==> config.mk <==
export PLATFORM = sky130hd
export DESIGN_NAME = count4_down
export DESIGN_NICKNAME = d
export VERILOG_FILES = /design/src/rtl/count4_down.sv
export SDC_FILE = /design/constraint.sdc
export NUM_CORES = 1
export LEC_CHECK = 0
export CAP_MARGIN = 20
export CORE_MARGIN = 1
export CORE_UTILIZATION = 25
export CTS_CLUSTER_SIZE = 24
export DETAILED_ROUTE_END_ITERATION = 10
export GPL_ROUTABILITY_DRIVEN = 0
export PLACE_DENSITY = 0.4
export SYNTH_ARGS = -nofsm -noshare
export SYNTH_HDL_FRONTEND = slang
export SYNTH_SLANG_ARGS = --single-unit
==> constraint.sdc <==
create_clock -name CLK -period 4.6 [get_ports CLK]
set_clock_uncertainty 0.1 [all_clocks]
set_input_delay 1.15 -clock CLK [delete_from_list [all_inputs] [get_ports CLK]]
set_output_delay 1.15 -clock CLK [all_outputs]
set_load 0.01 [all_outputs]
==> src/rtl/count4_down.sv <==
// Four-bit seconds countdown timer with load, start/resume and pause controls.
// A prescaler divides CLK down to one tick per SEC1_MAX cycles while running.
module count4_down #(
  parameter int unsigned SEC1_MAX = 50000000
) (
  input  logic       CLK,
  input  logic       RESET,
  input  logic       LOAD,
  input  logic [3:0] LOAD_VAL,
  input  logic       START,
  input  logic       STOP,
  output logic [3:0] COUNT,
  output logic       BUSY,
  output logic       DONE
);

  localparam logic [25:0] PrescLast = 26'(SEC1_MAX - 1);

  typedef enum logic [1:0] {
    StIdle  = 2'd0,
    StRun   = 2'd1,
    StPause = 2'd2
  } state_e;

  state_e      state_q, state_d;
  logic [25:0] presc_q, presc_d;
  logic [3:0]  count_q, count_d;
  logic        busy_q, busy_d;
  logic        done_q, done_d;
  logic        tick;

  assign tick = (state_q == StRun) && (presc_q == PrescLast);

  always_comb begin
    state_d = state_q;
    presc_d = presc_q;
    count_d = count_q;
    done_d  = 1'b0;

    if (LOAD) begin
      count_d = LOAD_VAL;
      presc_d = '0;
      state_d = StIdle;
    end else if (STOP) begin
      // STOP masks START even when STOP itself has no effect.
      if (state_q == StRun) begin
        state_d = StPause;
      end
    end else if (START && (state_q != StRun)) begin
      if (state_q == StPause) begin
        state_d = StRun;
      end else if (count_q != 4'd0) begin
        state_d = StRun;
        presc_d = '0;
      end
    end else if (tick) begin
      presc_d = '0;
      if (count_q > 4'd1) begin
        count_d = count_q - 4'd1;
      end else begin
        count_d = 4'd0;
        state_d = StIdle;
        done_d  = 1'b1;
      end
    end else if (state_q == StRun) begin
      presc_d = presc_q + 26'd1;
    end

    busy_d = (state_d != StIdle);
  end

  always_ff @(posedge CLK or negedge RESET) begin
    if (!RESET) begin
      state_q <= StIdle;
      presc_q <= '0;
      count_q <= 4'h0;
      busy_q  <= 1'b0;
      done_q  <= 1'b0;
    end else begin
      state_q <= state_d;
      presc_q <= presc_d;
      count_q <= count_d;
      busy_q  <= busy_d;
      done_q  <= done_d;
    end
  end

  assign COUNT = count_q;
  assign BUSY  = busy_q;
  assign DONE  = done_q;

endmodule

After elaboration in Yosys (flattened, before gate mapping)
Cells that the tools add are included. W data, S select, Z words.

Input bits: 9. Flip-flop bits (word level): 34. Word-level logic and storage cells: 49.

Order comparisons: 1. $add $sub $neg: 2. Equality and inequality tests: 8. Mux-type cells: 25. Reductions and logical operators: 8.

Operators with widths (count): $mux W26 (7); $add A26 B1 Y26 const B (1); $eq A26 B26 Y1 const B (1); $mux W4 (5); $mux W2 (8); $reduce_bool A4 Y1 (2); $mux W1 (5); $gt A4 B1 Y1 const B (1); $ne A2 B2 Y1 const B (2); $reduce_and A4 Y1 (1); $reduce_bool A2 Y1 (2); $sub A4 B1 Y4 const B (1); $ne A3 B2 Y1 const B (1); $ne A3 B3 Y1 const B (1); $reduce_and A3 Y1 (1); $eq A2 B1 Y1 const B (1); $eq A2 B2 Y1 const B (1); $logic_and A1 B1 Y1 (2); $ne A2 B1 Y1 const B (1).

Depth between registers and ports, before layout
Depth in word-level cells: 7. Mapped depth: 9.

Worst setup path after synthesis
Ideal clock, no wire load.

Path type: input to register. Start: input port STOP. End: register presc_q[17]. Data required time: 4.422 ns. Setup slack: 2.109 ns. Arrival time: 2.313 ns. Library setup time: 0.078 ns. Stages on the path: 6. Path through: inv_1 > nand4_1 > and2_1 > buf_2 > or4_1 > a21oi_1.

Longest elaborated chain between the ends: 2.

RTL lines: start, declared (line 11) `input logic STOP,`; $ne A2 B2 Y1 (no source line); $reduce_and A4 Y1 (no source line); end signal, assigned (line 81) `presc_q <= presc_d;`; end, declared (line 26) `logic [25:0] presc_q, presc_d;`.

Every way passes these cells. A chain may end at the register's enable or synchronous reset.

Worst setup path after layout
Start: input port STOP. End: register presc_q[0].

The elaborated chain is that of the path after synthesis.

==> flow_metrics.tcl <==
set metrics [dict create \
    outcome "finished clean" \
    grt_pass1_wl_um 9340 \
    initial_core_util_pct 25.9 \
    via_per_inst 5.06 \
    yosys-top-cells-count "dfrtp_1 (34), nor2_1 (21), a21oi_1 (17)" \
    layout.nets 250 \
    min_path_type "register to register" \
    post-cts-setup-buffers 0 \
    yosysSeqAreaShare_pct 39.8 \
    clock-sinks 34 \
    route.detailed.drc 0 \
    yosysMostFrequentCell "dfrtp_1" \
    drive_gt1_share_pct 9.62 \
    muxShareOfSynthArea_pct 1.46 \
    ioPinCount 15 \
    synth-compound-area-share_pct 20.6 \
    diodes 0 \
    rsz0062_at_grt "false" \
    grt_max_degree 35 \
    leakage_nw 0.952 \
    cts_tree "yes" \
    dominantRegCellSynth "dfrtp_1" \
    r2r_slack_ps 1730 \
    tns_ps 0 \
    period_share_pct 69.3 \
    coreArea_um2 8260 \
    hold_buffers 0 \
    synth-edff-count 0 \
    worstPathArrival_ps 3260 \
    antenna_found_initial 0 \
    synth_top_cell_area_share_pct 39.8 \
    finalSetupViolations 0 \
    synthesis.area_um2 2140 \
    synth_nets 236 \
    vdd_drop_max_mv 0.0799 \
    worstSetupStartpointType "input port" \
    crit_type "input port to register" \
    die_area_um2 8920 \
    fillers 881 \
    slew_headroom_pct 46.2 \
    portBuffers 14 \
    die_width_um 94.5 \
    p_per_area_nw_per_um2 256 \
    synthXorXnorAreaFrac_pct 4.51 \
    syn_inst 224 \
    dp_hpwl_um 4030 \
    worst_slew_pin_slew_ps 807 \
    wirelength_um 5670 \
    drt.antenna.violating_nets 0 \
    num_vias 1742 \
    path_max_fanout 17 \
    post-route-util_pct 29.8 \
    fin_crit_ps 3190 \
    synth_warnings 0 \
    grt_overflow 0 \
    die_h_um 94.5 \
    synth_top_family_by_area "simple AND/OR/NAND/NOR gates" \
    timing.fmax_ghz 0.314 \
    synth-seq-cells 34 \
    grt_pass1_vias 1687 \
    grt.total_usage_pct 13.9 \
    clk_pin_slew_ps 70 \
    finalMaxSlewViolations 0 \
    drt_first_pass_iters 4 \
    root_buffer "clkbuf_8" \
    synth_fa_ha_area_share_pct 1.76 \
    synthToLayoutAreaGrowth_pct 15.0 \
    synth.distinct_cells 57 \
    row_count 33 \
    clock_latency_ps 290 \
    avgSynthCellArea_um2 9.54 \
    drtIter0Drc 71 \
    cts_buffers 5 \
    yosysTopAreaCell "dfrtp_1" \
    clockBufferDepth 2 \
    cts-resized-gates 0 \
    critPathRequiredTime_ps 4680 \
    maxCapViolCount 0 \
    synth.area.top_cells "dfrtp_1 (40%), xnor2_1 (4.5%), a21oi_1 (4.0%), nor2_1 (3.7%), nand2_1 (2.5%)" \
    end_kind "register" \
    synth-simple-area-share_pct 27.5 \
    wl_per_cell_um 16.5 \
    htree_levels 2 \
    hold_violations 0 \
    synthArstFlopShare_pct 100 \
]
## metal layers
metal  share of wire, %  vias up  wire, um  GRT usage [%]
met5                  0        -         0              0
met4                1.3        0        72           4.17
met3                1.8        5       100           2.17
met2                 44       14      2490           19.7
met1                 53      856      3000           21.3
li1                   -      867         -              -
## critical path: stages
cell and delay (ps):
clkdlybuf4s50_1 630, inv_1 170, a31oi_2 150, buf_4 200, and2_1 490, nor2_1 170
mux2_2 290
## logic make-up after synthesis
logic type | Yosys count
and+or+nand+nor | 93
AOI/OAI and AO/OA | 60
DFF | 34
buffers and inverters | 20
xor gates and xnor gates | 11
muxes | 3
adders and majority gates | 3
## where the power goes
group          switching [W]   total, W  internal, W
sequential        0.00000926   0.000314     0.000305
combinational      0.0000457  0.0000769    0.0000312
clock               0.000116   0.000237     0.000121
total               0.000171   0.000629     0.000457
## through the flow
| stage | worst slack [ps] | total power (W) | instance area, um^2 | instances | hold slack (ps) |
|---|---|---|---|---|---|
| 3_5_place_dp | 1070 | 0.000399 | 2370 | 336 | 422 |
| 6_report | 1410 | 0.000629 | 2460 | 344 | 428 |
| 5_1_grt | 1160 | 0.000662 | 2460 | 344 | 462 |
| 2_1_floorplan | 2110 | 0.000363 | 2140 | 224 | 380 |
| 4_1_cts | 1370 | 0.000641 | 2460 | 344 | 436 |
| 3_3_place_gp | 1090 | 0.000399 | 2370 | 336 | 418 |
## sequential cells by signal (all words and copies together) (netlist names)
| signal | count |
|---|---|
| DONE | 1 |
| COUNT | 4 |
| state_q | 2 |
| BUSY | 1 |
| presc_q | 26 |
## path summary, 6_finish.rpt
kind,from,endpoint,cells after the start
worst max register to register,COUNT[1]$_DFFE_PN0P_,presc_q[0]$_DFFE_PN0P_,8
worst min register to register,presc_q[6]$_DFFE_PN0P_,presc_q[6]$_DFFE_PN0P_,1
max in group asynchronous,RESET,presc_q[8]$_DFFE_PN0P_,1
min in group asynchronous,RESET,presc_q[24]$_DFFE_PN0P_,1
worst max-delay path,STOP,presc_q[0]$_DFFE_PN0P_,7
worst min-delay path,presc_q[6]$_DFFE_PN0P_,presc_q[6]$_DFFE_PN0P_,1
## cell usage in the layout, fill, tap and decap left out, types with 6 or more instances in the layout
| cell | count |
|---|---|
| nand4_1 | 8 |
| clkdlybuf4s50_1 | 13 |
| nor2_1 | 21 |
| nand3_1 | 7 |
| xnor2_1 | 11 |
| clkbuf_8 | 6 |
| nand2_1 | 14 |
| dfrtp_1 | 34 |
| a21oi_1 | 17 |
| o21ai_0 | 10 |
| inv_1 | 11 |
## cell type report
cell class                      instances  area [um^2]  share of cell area, %
Clock inverter                          1         5.00                  0.204
Multi-Input combinational cell        170         1190                   48.5
Tap cell                              105          131                   5.35
Inverter                               11         41.3                   1.68
Timing Repair Buffer                   16          150                   6.11
Sequential cell                        34          851                   34.6
Clock buffer                            7         86.3                   3.51
Power figures use the tool's default switching activity.
